### src/rtl/gemm_pkg.sv
// rtl/gemm_pkg.sv - shared state encoding and sizing helpers for the GEMM operand skewer
package gemm_pkg;

    typedef enum logic [1:0] {
        ST_IDLE   = 2'd0,
        ST_STREAM = 2'd1,
        ST_FLUSH  = 2'd2,
        ST_DONE   = 2'd3
    } state_t;

    // Cycles needed for the last beat to clear PE(N-1,N-1) after it is accepted.
    function automatic int flush_len(input int n);
        return 2 * n - 1;
    endfunction

    function automatic int klen_width(input int k_max);
        return $clog2(k_max + 1);
    endfunction

endpackage

### src/rtl/skew_delay_line.sv
// rtl/skew_delay_line.sv - DEPTH x WIDTH shift register with synchronous active-high reset
module skew_delay_line #(
    parameter int DEPTH = 1,
    parameter int WIDTH = 8
) (
    input  logic             clk,
    input  logic             reset,
    input  logic [WIDTH-1:0] din,
    output logic [WIDTH-1:0] dout
);

    logic [WIDTH-1:0] stage_q [DEPTH];
    logic [WIDTH-1:0] stage_d [DEPTH];

    always_comb begin
        stage_d[0] = din;
        for (int k = 1; k < DEPTH; k++) begin
            stage_d[k] = stage_q[k-1];
        end
    end

    always_ff @(posedge clk) begin
        if (reset) begin
            for (int k = 0; k < DEPTH; k++) begin
                stage_q[k] <= '0;
            end
        end else begin
            stage_q <= stage_d;
        end
    end

    assign dout = stage_q[DEPTH-1];

endmodule

### src/rtl/gemm_operand_skewer.sv
// rtl/gemm_operand_skewer.sv - skews A/B operand lanes into an NxN systolic array; GEMM_SKEW_BUBBLE_CNT_EN adds bubble_cnt
module gemm_operand_skewer
    import gemm_pkg::*;
#(
    parameter int DATA_WIDTH = 8,
    parameter int N          = 4,
    parameter int K_MAX      = 256
) (
    input  logic                         clk,
    input  logic                         reset,
    input  logic                         start,
    input  logic [$clog2(K_MAX+1)-1:0]   k_len,
    input  logic [N*DATA_WIDTH-1:0]      a_vec,
    input  logic [N*DATA_WIDTH-1:0]      b_vec,
    input  logic                         in_valid,
    output logic                         in_ready,
    output logic [N*DATA_WIDTH-1:0]      a_edge,
    output logic [N*DATA_WIDTH-1:0]      b_edge,
    output logic                         busy,
    output logic                         done
`ifdef GEMM_SKEW_BUBBLE_CNT_EN
    ,
    output logic [15:0]                  bubble_cnt
`endif
);

    localparam int KW        = klen_width(K_MAX);
    localparam int FLUSH_LEN = flush_len(N);
    localparam int FW        = $clog2(FLUSH_LEN + 1);

    state_t         state_q, state_d;
    logic [KW-1:0]  k_len_q, k_len_d;
    logic [KW-1:0]  beat_cnt_q, beat_cnt_d;
    logic [FW-1:0]  flush_cnt_q, flush_cnt_d;
    logic [KW-1:0]  k_len_clamped;
    logic           accept;

    assign accept        = in_valid && (state_q == ST_STREAM);
    assign k_len_clamped = (k_len > KW'(K_MAX)) ? KW'(K_MAX) : k_len;

    always_comb begin
        state_d     = state_q;
        k_len_d     = k_len_q;
        beat_cnt_d  = beat_cnt_q;
        flush_cnt_d = flush_cnt_q;
        case (state_q)
            ST_IDLE: begin
                if (start) begin
                    k_len_d    = k_len_clamped;
                    beat_cnt_d = '0;
                    state_d    = (k_len_clamped == '0) ? ST_DONE : ST_STREAM;
                end
            end
            ST_STREAM: begin
                if (accept) begin
                    beat_cnt_d = beat_cnt_q + KW'(1);
                    if ((beat_cnt_q + KW'(1)) == k_len_q) begin
                        state_d     = ST_FLUSH;
                        flush_cnt_d = '0;
                    end
                end
            end
            ST_FLUSH: begin
                if (flush_cnt_q == FW'(FLUSH_LEN - 1)) begin
                    state_d = ST_DONE;
                end else begin
                    flush_cnt_d = flush_cnt_q + FW'(1);
                end
            end
            ST_DONE:  state_d = ST_IDLE;
            default:  state_d = ST_IDLE;
        endcase
    end

    always_ff @(posedge clk) begin
        if (reset) begin
            state_q     <= ST_IDLE;
            k_len_q     <= '0;
            beat_cnt_q  <= '0;
            flush_cnt_q <= '0;
        end else begin
            state_q     <= state_d;
            k_len_q     <= k_len_d;
            beat_cnt_q  <= beat_cnt_d;
            flush_cnt_q <= flush_cnt_d;
        end
    end

    assign in_ready = (state_q == ST_STREAM);
    assign busy     = (state_q != ST_IDLE);
    assign done     = (state_q == ST_DONE);

`ifdef GEMM_SKEW_BUBBLE_CNT_EN
    logic [15:0] bubble_cnt_q, bubble_cnt_d;

    always_comb begin
        bubble_cnt_d = bubble_cnt_q;
        if ((state_q == ST_IDLE) && start) begin
            bubble_cnt_d = '0;
        end else if ((state_q == ST_STREAM) && !in_valid && (bubble_cnt_q != 16'hFFFF)) begin
            bubble_cnt_d = bubble_cnt_q + 16'd1;
        end
    end

    always_ff @(posedge clk) begin
        if (reset) begin
            bubble_cnt_q <= '0;
        end else begin
            bubble_cnt_q <= bubble_cnt_d;
        end
    end

    assign bubble_cnt = bubble_cnt_q;
`endif

    // Anything other than an accepted beat enters the array as zero so PE sums stay exact.
    for (genvar i = 0; i < N; i++) begin : g_lane
        logic [DATA_WIDTH-1:0] a_push, b_push;

        assign a_push = accept ? a_vec[i*DATA_WIDTH +: DATA_WIDTH] : '0;
        assign b_push = accept ? b_vec[i*DATA_WIDTH +: DATA_WIDTH] : '0;

        skew_delay_line #(.DEPTH(i + 1), .WIDTH(DATA_WIDTH)) u_a_line (
            .clk   (clk),
            .reset (reset),
            .din   (a_push),
            .dout  (a_edge[i*DATA_WIDTH +: DATA_WIDTH])
        );

        skew_delay_line #(.DEPTH(i + 1), .WIDTH(DATA_WIDTH)) u_b_line (
            .clk   (clk),
            .reset (reset),
            .din   (b_push),
            .dout  (b_edge[i*DATA_WIDTH +: DATA_WIDTH])
        );
    end

endmodule

### config.mk
export PLATFORM = sky130hd
export DESIGN_NAME = gemm_operand_skewer
export DESIGN_NICKNAME = d
export VERILOG_FILES = /design/src/rtl/gemm_pkg.sv /design/src/rtl/skew_delay_line.sv /design/src/rtl/gemm_operand_skewer.sv
export SDC_FILE = /design/constraint.sdc
export NUM_CORES = 1
export LEC_CHECK = 0
export ABC_AREA = 1
export CAP_MARGIN = 10
export CORE_MARGIN = 8
export CORE_UTILIZATION = 28
export CTS_CLUSTER_DIAMETER = 150
export DETAILED_ROUTE_END_ITERATION = 7
export HOLD_SLACK_MARGIN = 0.15
export RECOVER_POWER = 25
export SLEW_MARGIN = 20
export SYNTH_ARGS = -nofsm -noshare
export SYNTH_HDL_FRONTEND = slang
export SYNTH_SLANG_ARGS = --single-unit
### constraint.sdc
create_clock -name clk -period 2.15 [get_ports clk]
set_clock_uncertainty 0.15 [all_clocks]
set_input_delay 0.645 -clock clk [delete_from_list [all_inputs] [get_ports clk]]
set_output_delay 0.645 -clock clk [all_outputs]
set_load 0.01 [all_outputs]
* Word level (Yosys, flattened, before mapping)
Index checks and enable logic that the tools add are counted.
** Storage, ports and cells
- Bits in registers :: 183
- Input bits :: 77
- Output and inout port bits :: 67
- Word-level logic and storage cells :: 63
** Operators by class
- Add/sub/neg operators :: 2
- Magnitude comparators :: 1
- Eq/ne operators :: 10
- Mux-type cells :: 14
- Bitwise gates (word level) :: 1
- Reductions and logical operators :: 11
** Operators with widths (count)
- $mux 9 :: 3
- $pmux 9 s2 :: 1
- $mux 2 :: 5
- $add 9x1->9 const B :: 1
- $eq 9x9->1 :: 1
- $gt 9x9->1 const B :: 1
- $logic_not 9->1 :: 1
- $mux 3 :: 3
- $pmux 2 s4 :: 1
- $reduce_and 4->1 :: 2
- $ne 2x2->1 const B :: 3
- $pmux 3 s2 :: 1
- $reduce_bool 2->1 :: 3
- $eq 2x2->1 const B :: 2
- $ne 2x1->1 const B :: 2
- $add 3x1->3 const B :: 1
- $eq 3x3->1 const B :: 1
- $reduce_and 3->1 :: 1
- $eq 2x1->1 const B :: 1
- $logic_not 2->1 :: 1
- $reduce_and 2->1 :: 1
- $reduce_or 2->1 :: 1
- $logic_and 1x1->1 :: 1
- $not 1->1 :: 1

* Logic depth before layout (Yosys ltp)
- Depth after elaboration :: 6
- Mapped depth :: 15

* Hierarchy
Synthesis repeated with hierarchy kept, for this count alone.
** Second synthesis, totals
- Cells, all modules :: 853
- Area, all modules :: 6537.5 um2
** By module, submodules not included
- gemm_operand_skewer :: instances 1, cells each 357, area an instance 1930.6 um2, sequential area each 460.4 um2
- skew_delay_line (g_lane[3].u_a_line ...) :: instances 2, cells each 99, area an instance 914.6 um2, sequential area each 640.6 um2
- skew_delay_line (g_lane[2].u_a_line ...) :: instances 2, cells each 74, area an instance 683.2 um2, sequential area each 480.5 um2
- skew_delay_line (g_lane[1].u_a_line ...) :: instances 2, cells each 50, area an instance 474.2 um2, sequential area each 320.3 um2
- skew_delay_line (g_lane[0].u_a_line ...) :: instances 2, cells each 25, area an instance 231.5 um2, sequential area each 160.2 um2

* Worst setup path before layout
Ideal clock, no wire load.
- Path kind :: in2reg
- From :: in reset
- To :: reg g_lane[2].u_b_line.stage_q, in the netlist g_lane[2].u_b_line.dout[0]
- Setup time :: 128 ps
- Arrival time :: 1535 ps
- Data required time :: 1872 ps
- Setup slack :: 338 ps
- Cell stages on the path :: 4
- Path through :: clkbuf_1 clkbuf_1 buf_1 nor2_1
** RTL lines
- start, declared :: RTL line gemm_operand_skewer.sv:10 : input logic reset,
- end signal, assigned :: RTL line skew_delay_line.sv:28 : stage_q <= stage_d;
- end, declared :: RTL line skew_delay_line.sv:12 : logic [WIDTH-1:0] stage_q [DEPTH];
No word-level cell between the ends.

* Worst setup path in the final report
- From :: reg g_lane[2].u_a_line.stage_q, in the netlist g_lane[2].u_a_line.dout[7]
- To :: out a_edge[23]
** RTL lines
- start, declared :: RTL line skew_delay_line.sv:12
- start signal, assigned :: RTL line skew_delay_line.sv:28
- end, declared :: RTL line gemm_operand_skewer.sv:17 : output logic [N*DATA_WIDTH-1:0] a_edge,
No word-level cell between the ends.

==> results by group <==
Timing
  – Crit path time final: 2.09 ns
  – Final setup fails: 0
  – Worst slew pin tran: 1.21 ns
  – Final Max Slew Viols: 0
  – FMAX: between 400 and 500 MHz
  – Final hold vios: 0
  – Setup TNS: 0 ns
  – Max transition margin: 0.191
  – Setup ws final: 0.0607 ns
  – RSZ-0062 raised after global routing: no
  – Part of the cycle the worst path needs: 0.972

Global routing
  – Initial antenna violation count: 2
  – First-pass GRT wire length: 20.2 mm
  – Largest net degree at the start of global routing: 63
  – GRT Total Usage: 0.0971
  – Congestion Overflow GR: 0
  – Vias in the first global route: 4,260

Logic synthesis
  – Net count after synthesis: 802
  – Cells after synthesis: 717
  – Most numerous cell in the Yosys netlist: inv_1
  – Post-synth top area cell: dfxtp_1
  – Ys flop type: dfxtp_1
  – Fraction of registers with async set/reset: 0
  – Top post-synthesis cells by area: dfxtp_1 62%, inv_1 12%, nor2_1 12%
  – Average size of a mapped cell: just over 8 µm²
  – Top cells by count, synth: 187 x inv_1, 185 x nor2_1, 183 x dfxtp_1
  – EDFF count, synth: 0
  – Seq cells post-synth: 183
  – Count of different cell masters after synthesis: 21
  – Synth warn: 0
  – Sequential share of the synthesized area: 0.622
  – Share of the synthesized area in the top cell type: 0.622
  – Post-Syn Area: 0.00589 mm²

Critical path
  – Crit path required time: about 1.4 ns
  – Worst r2r dst: flush_cnt_q[1]
  – Critical Path Fanout Max: 1
  – Critical path launch point type: flip-flop
  – Setup CP Type: flip-flop to output port
  – Cell Chain, Critical Path: clkdlybuf4s50_1
  – Worst path bufs/invs: 1
  – Slowest stage delay, CP: 0.56 ns
  – Top delay family on crit path: buffers and inverters
  – Crit path from: g_lane[2].u_a_line.dout[7]
  – Arr. time, crit path: roughly 1.3 ns
  – Internal reg-to-reg setup slack: 0.19 ns
  – R2R Path Start: beat_cnt_q[1]
  – Critical path's slowest cell: clkdlybuf4s50_1
  – Setup crit end: a_edge[23]
  – R2R cell count: 12
  – Critical Path Stages: 1
  – Crit end category: output port

Clock network
  – CTS clk-pin slew, worst paths: 0.07 ns
  – Bufs on Longest Clock Path: 2
  – CTS tree: yes
  – Number of buffers created by CTS: 17
  – Total clock sinks: roughly 180
  – CTS Root Cell: clkbuf_16
  – H-Tree Depth: 4
  – Post-CTS Hold Buffers: 0
  – Worst-Skew Late Latency: 0.42 ns

Drt
  – Post-DRT Antenna Nets: 0
  – Via/cell ratio: 3.72
  – Routed wire length: 12.0 mm
  – Via Count: 4,305
  – DRT iter0 DRCs: roughly 130
  – DR DRC count: 0
  – Avg WL per Cell: between 10 and 15 µm
  – Drt pass-1 iters: 4

Final layout
  – # nets final: 955
  – Layout cell share with drive strength beyond 1: 0.0703
  – ANT cells: 0
  – Fill cells: roughly 2,200
  – Area grow syn2layout: 41.6%

Job
  – Max-cap violations: 0

Die
  – Die Ht: 161 µm
  – Starting Density: 0.283
  – Cell row count: 53
  – Area of the die: 0.0259 mm²
  – DIE WIDTH: 161 µm
  – Core footprint: 0.0208 mm²
  – I/O pin total: around 140

Pwr
  – Leak: 3.73 nW
  – PnR Total Power: roughly 8 mW
  – Max rail drop VDD: 517 µV
  – Power Density: 943 mW/mm²

Outcome
  – Status: completed

Place
  – HPWL Detailed: 8.77 mm
  – GP Congestion: 0.759
  – I/O Buffers: 143
  – Pre-CTS setup slack: -0.0748 ns

Worst hold path
  – Worst min path class: flip-flop to flip-flop
## how the worst min path moves through the flow
stage                                               from                              to  slack, ns  depth (start not counted)
after floorplan            g_lane[1].u_a_line.stage_d[0]      g_lane[1].u_a_line.dout[0]       0.24                          2
after global placement    g_lane[2].u_b_line.stage_d[14]   g_lane[2].u_b_line.stage_d[6]       0.24                          2
after detailed placement   g_lane[1].u_a_line.stage_d[0]      g_lane[1].u_a_line.dout[0]       0.24                          2
after CTS                 g_lane[3].u_b_line.stage_d[18]  g_lane[3].u_b_line.stage_d[10]       0.25                          2
after global routing       g_lane[2].u_b_line.stage_d[6]      g_lane[2].u_b_line.dout[6]       0.26                          2
final                      g_lane[1].u_b_line.stage_d[1]      g_lane[1].u_b_line.dout[1]       0.25                          2
## stage by stage
stage                     instances   util  hold WS, ns  cell area, µm²
after floorplan                 717      -        0.238            5890
after global placement         1126  0.370        0.238            7710
after detailed placement       1126  0.370        0.242            7710
after CTS                      1157  0.398        0.251            8290
after global routing           1157  0.400        0.261            8330
final                          1157  0.400        0.250            8330
## flip-flops by register name, indices dropped and copies added, names as in the netlist
register                 count
g_lane.u_a_line.stage_d     48
g_lane.u_b_line.stage_d     48
g_lane.u_a_line.dout        32
g_lane.u_b_line.dout        32
beat_cnt_q                   9
k_len_q                      9
flush_cnt_q                  3
state_q                      2
## where the power goes
group | switching (mW) | internal, mW
clock | 1.41 | 1.60
combinational | 0.614 | 0.524
sequential | 0.0959 | 3.61
## layout make-up
class                           count  area, µm²  share of cell area
Sequential cell                   183       3670               0.440
Clock buffer                       19        453              0.0543
Multi-Input combinational cell    327       1480               0.177
Inverter                          187        702              0.0842
Clock inverter                     12        126              0.0152
Tap cell                          275        344              0.0413
Timing Repair Buffer              154       1560               0.187
## placed cells by master (no fill, tap or decap), drive strengths merged
cell type        n
clkdlybuf4s50  127
dfxtp          183
o21a             1
inv            195
a211oi           5
nand3b           2
o21bai           2
o21ai            6
clkinvlp         1
a21oi           22
xnor2            2
nand2           66
clkinv           3
dlygate4sd2      1
clkbuf          21
buf             11
dlymetal6s2s    12
ha               8
o22ai            1
nor2           187
nand3           23
nor4             2
clkdlybuf4s15    1
## what timing repair did
| action | 4_1_cts | 5_1_grt |
|---|---|---|
| gates resized for setup | 9 | 23 |
| endpoints found under the setup margin | 3 | 25 |
| pin swaps | 0 | 1 |
| setup buffers | 0 | 0 |
## routing by layer
| metal | GRT usage | wire, µm |
|---|---|---|
| met5 | 0 | 24 |
| met4 | 0.0387 | 136 |
| met3 | 0.0540 | 1120 |
| met2 | 0.155 | 5600 |
| met1 | 0.106 | 5140 |
## kinds of logic (layout without fill, tap and decap cells)
group           Yosys count  count (layout)  share of synthesized area
fa+ha+maj                 8               8                     0.0170
xor+xnor                  2               2                    0.00298
compound gates           37              37                     0.0364
buf+inv                 207             372                      0.133
flops                   183             183                      0.622
simple gates            280             280                      0.189
Note: power is estimated with default switching activity, not from simulation.
==> patch 1, RTL diff (config.mk and constraints unchanged) <==
Set the parameter `DATA_WIDTH` to 7 (it was 8).
--- a/src/rtl/gemm_operand_skewer.sv
+++ b/src/rtl/gemm_operand_skewer.sv
@@ -4,3 +4,3 @@
 #(
-    parameter int DATA_WIDTH = 8,
+    parameter int DATA_WIDTH = 7,
     parameter int N          = 4,
Ports: changed (resized a_edge, a_vec, b_edge and b_vec); port bits go from 144 to 128. The function was not compared with the original's and may differ.
==> patch 1 against the original RTL <==
Design area fell by 8.9%; power fell by 3.8%; critical path depth did not move; sequential cell count fell by 20; die area fell by 8.1%; critical endpoint is now a_edge[7]; area after synthesis fell by 8.9%; sequential power fell by 11%; routed wire length fell by 9.1%; largest cell class unchanged; clock power rose by 4%; fmax rose by 0.49%; global-route usage barely moved; register-to-register slack improved by 30 ps; core utilization rose by 0.45 points; worst setup slack improved by 10 ps.
==> patch 1: results (changes against the original RTL) <==
The run gives 0.000514 V (was 0.000517 V) as the worst-case vdd ir drop. The weighted congestion at the end of routability-driven global placement was 0.779 (was 0.759); the layout-stage area growth over the synthesis result was 41.7% (was 41.6%). The net count after synthesis is 732 (was 802). The number of filler instances in the final layout was 1911 (was 2152).

For the post-layout net count, the log shows 869 (was 955). The logs give 6950 sq um (was 7710 sq um) for the area of placed instances and 99 (was 63) for the largest net degree at the start of global routing. The end point of the critical path was a_edge[7] (was a_edge[23]). The count of port buffers added during placement was 127 (was 143). The tools report the setup slack at placement as -77.2 ps (was -74.8 ps).

Standby leakage power: 3.28 nW (was 3.73 nW). Leading cell types by total area after synthesis: sky130_fd_sc_hd__dfxtp_1, sky130_fd_sc_hd__inv_1, sky130_fd_sc_hd__nor2_1 (unchanged). The average via count per standard cell is 3.76 (was 3.72). The run gives 9.74% (was 9.71%) as the total global routing track utilization. The count of placed standard cells including taps was 1006 (was 1126); the highest cell delay on the worst timing path was 540 ps (was 560 ps).

Total routed wirelength: 10900 um (was 12000 um). The tools report the initial antenna violation count as 1 (was 2). The startpoint of the worst-slack reg-to-reg timing path is beat_cnt_q[0] (was beat_cnt_q[1]). Worst min-delay path startpoint: g_lane[3].u_a_line.stage_d[2] (was g_lane[1].u_b_line.stage_d[1]). Layout cell share with drive strength beyond 1: 8.20% (was 7.03%).

The worst setup slack after layout is 70.8 ps (was 60.7 ps), and the total half-perimeter wirelength after legalization and detailed placement is 7750 um (was 8770 um). Wire length of the first global-routing pass: 18400 um (was 20200 um). The iteration-0 DRC count of the detailed router came out at 197 (was 127). The detailed-route wire length per cell came out at 10.5 um (was 10.4 um).

The endpoint of the worst hold path was g_lane[3].u_a_line.dout[2] (was g_lane[1].u_b_line.dout[1]). For the fraction of the yosys area taken by sequential cells, the log shows 60.9% (was 62.2%). The run finished with clean final reports.
==> patch 1: changes by cell type after synthesis, moves of 2 or more <==
cell | unedited run | this run
sky130_fd_sc_hd__buf_2 | 0 | 5
sky130_fd_sc_hd__inv_1 | 187 | 170
sky130_fd_sc_hd__nand2_4 | 0 | 2
sky130_fd_sc_hd__dfxtp_1 | 183 | 163
sky130_fd_sc_hd__nand2_1 | 63 | 59
sky130_fd_sc_hd__clkbuf_1 | 18 | 13
sky130_fd_sc_hd__o21bai_2 | 2 | 0
sky130_fd_sc_hd__nor2_1 | 185 | 159
sky130_fd_sc_hd__nor2_2 | 1 | 3
==> patch 1: area by class of cell <==
| class | count | share of cell area [%] |
|---|---|---|
| sequential | 163 | 43.1 |
| clock buffer | 20 | 5.88 |
| multi-input combinational | 303 | 18.3 |
| timing repair buffer | 136 | 18.2 |
| inverter | 171 | 8.45 |
| clock inverter | 12 | 2.21 |
| tap | 234 | 3.85 |
==> patch 1: kinds of logic (layout without fill, tap and decap cells) <==
kind of cell	after synthesis	after routing	synth area share, %
XOR/XNOR	2	2	0.327
flip-flops	163	163	60.9
adder cells (fa/ha/maj)	8	8	1.87
AO/OA/AOI/OAI	36	36	3.78
buffers and inverters	189	339	13.4
AND/OR/NAND/NOR	257	257	19.8
==> patch 1: power groups by stage <==
stage	combinational, mW	sequential, mW	clock (mW)
global route	1.27	3.33	3.40
detailed placement	1.11	3.37	0
CTS	1.11	3.31	3.25
global placement	1.09	3.36	0
finish	1.12	3.31	3.13
floorplan	0.653	3.37	0
==> patch 1: repair_timing <==
action	CTS	global route
gates resized for setup	11	12
endpoints found under the setup margin	3	19
pin swaps	0	0
setup buffers	0	1
==> patch 1: layer usage <==
metal  wire [um]  track usage (%)
met5          13                0
met4         142             4.06
met3        1010             5.57
met2        4910             14.7
met1        4850             11.1
==> patch 2, RTL diff (same flow settings) <==
Without the edit above. Re-encode `state_t` (4 states) as one-hot, 4 bits wide.
--- a/src/rtl/gemm_pkg.sv
+++ b/src/rtl/gemm_pkg.sv
@@ -3,7 +3,7 @@
 
-    typedef enum logic [1:0] {
-        ST_IDLE   = 2'd0,
-        ST_STREAM = 2'd1,
-        ST_FLUSH  = 2'd2,
-        ST_DONE   = 2'd3
+    typedef enum logic [3:0] {
+        ST_IDLE   = 4'b0001,
+        ST_STREAM = 4'b0010,
+        ST_FLUSH  = 4'b0100,
+        ST_DONE   = 4'b1000
     } state_t;
Formal check against the unedited RTL: no difference found for any inputs over 10 cycles, from zero or initial values and one cycle with reset high; not proved beyond that.
==> patch 2 against the original RTL <==
The run now ends with setup timing left; power shrank 4.4%; via count grew 1.5%; clock power is 5% higher; routed wire length grew 6.4%; sequential power decreased by 3%; sequential cell count up 2; worst setup slack worse by 68 ps; sequential share of layout area hardly changed; hold slack lost 6.9 ps; critical path depth grew 4; design area grew 1.4%; first-iteration DRC count rose by 1.6%; area after synthesis rose by 1.0%; largest power group unchanged; highest routed layer unchanged.
==> patch 2: results (changes against the original RTL) <==
The flow ran to the end, but the final reports show violations. The final reports fail on setup timing. The run gives -6.84 ps (was 60.7 ps) as the worst setup slack after layout. The tools report the global-route track usage on met2 as 16.0% (was 15.5%). For the sum of met2 wire segment lengths after detailed routing, the log shows 6270 um (was 5600 um). Layout cell share with drive strength beyond 1: 9.01% (was 7.03%). Wire length on met1: 5380 um (was 5140 um). The launch point of the worst path is state_q[2] (was g_lane[2].u_a_line.dout[7]). The reg-to-reg setup timing slack was 150 ps (was 190 ps); the net switching power of the design was 2.02 mW (was 2.12 mW). The run gives 10.7% (was 10.6%) as the met1 track demand over resource. The area share of xor/xnor cells in the synthesized design is 0.147% (was 0.298%), and the total routed wirelength is 12800 um (was 12000 um). The switching power as a share of total power was 26.8% (was 27.0%). The run gives 1 (was 0) as the number of failing setup endpoints in the final timing report. The via count came out at 4371 (was 4305). The critical path data arrival time was 1360 ps (was 1290 ps); the share of the synthesized area in the top cell type was 62.3% (was 62.2%). The family of cells with the greatest summed delay on the critical path is flip-flops (was buffers and inverters). The complex-gate fraction of the synthesized area came out at 3.56% (was 3.64%). The net count after synthesis was 803 (was 802); the routed wire length on met3 was 906 um (was 1120 um). The weighted congestion at the end of routability-driven global placement is 0.745 (was 0.759).

The total global routing track utilization was 9.80% (was 9.71%). The tools report the startpoint of the worst-slack reg-to-reg timing path as beat_cnt_q[0] (was beat_cnt_q[1]). The slew at the pin closest to its max-slew limit is 1340 ps (was 1210 ps), and the fraction of the yosys area taken by sequential cells is 62.3% (was 62.2%).

The total half-perimeter wirelength after legalization and detailed placement is 8950 um (was 8770 um), and the post-synthesis average cell area is 8.23 sq um (was 8.21 sq um). The post-synthesis cell type count was 30 (was 21); the highest fanout seen on the critical path was 2 (was 1). The run gives 4.71% (was 5.40%) as the global-route track usage on met3.

The count of placed standard cells including taps was 1130 (was 1126). The run gives 4041 (was 4260) as the via count of the first global-routing pass. The number of filler instances in the final layout was 2135 (was 2152).
## patch 2: through the flow
step           setup WS [ps]  util [%]  hold slack, ps  instance area [sq um]
2_1_floorplan            192         -             238                   5950
3_3_place_gp            -238      36.9             239                   7730
3_5_place_dp            -333      36.9             242                   7730
4_1_cts                -56.1      40.0             246                   8380
5_1_grt                -88.0      40.3             262                   8450
6_report               -6.84      40.3             243                   8450
## patch 2: how the worst min path moves through the flow
stage | from | end | slack [ps] | cells past startpoint
after floorplan | g_lane[1].u_a_line.stage_d[0] | g_lane[1].u_a_line.dout[0] | 240 | 2
after global placement | g_lane[3].u_a_line.stage_d[15] | g_lane[3].u_a_line.stage_d[7] | 240 | 2
after detailed placement | g_lane[3].u_a_line.stage_d[12] | g_lane[3].u_a_line.stage_d[4] | 240 | 2
after CTS | g_lane[3].u_b_line.stage_d[20] | g_lane[3].u_b_line.stage_d[12] | 250 | 2
after global routing | g_lane[3].u_b_line.stage_d[20] | g_lane[3].u_b_line.stage_d[12] | 260 | 2
final | g_lane[3].u_b_line.stage_d[20] | g_lane[3].u_b_line.stage_d[12] | 240 | 2
## patch 2: final cells by class
cell class	count	area, sq um	share of cell area, %
Clock buffer	17	425	5.03
Clock inverter	15	188	2.22
Inverter	195	734	8.69
Multi-Input combinational cell	322	1480	17.5
Sequential cell	185	3720	44.0
Tap cell	275	344	4.07
Timing Repair Buffer	154	1560	18.5
## patch 2: cell families after synthesis
family,count (synthesis)
DFF,185
AOI/OAI and AO/OA,36
buffers and inverters,216
and+or+nand+nor,282
adders and majority gates,3
xor gates and xnor gates,1
## patch 2: repair_timing
item,in CTS,in global routing
resized for setup,24,31
setup buffers,1,1
pin swaps,2,6
endpoints found under the setup margin,4,22
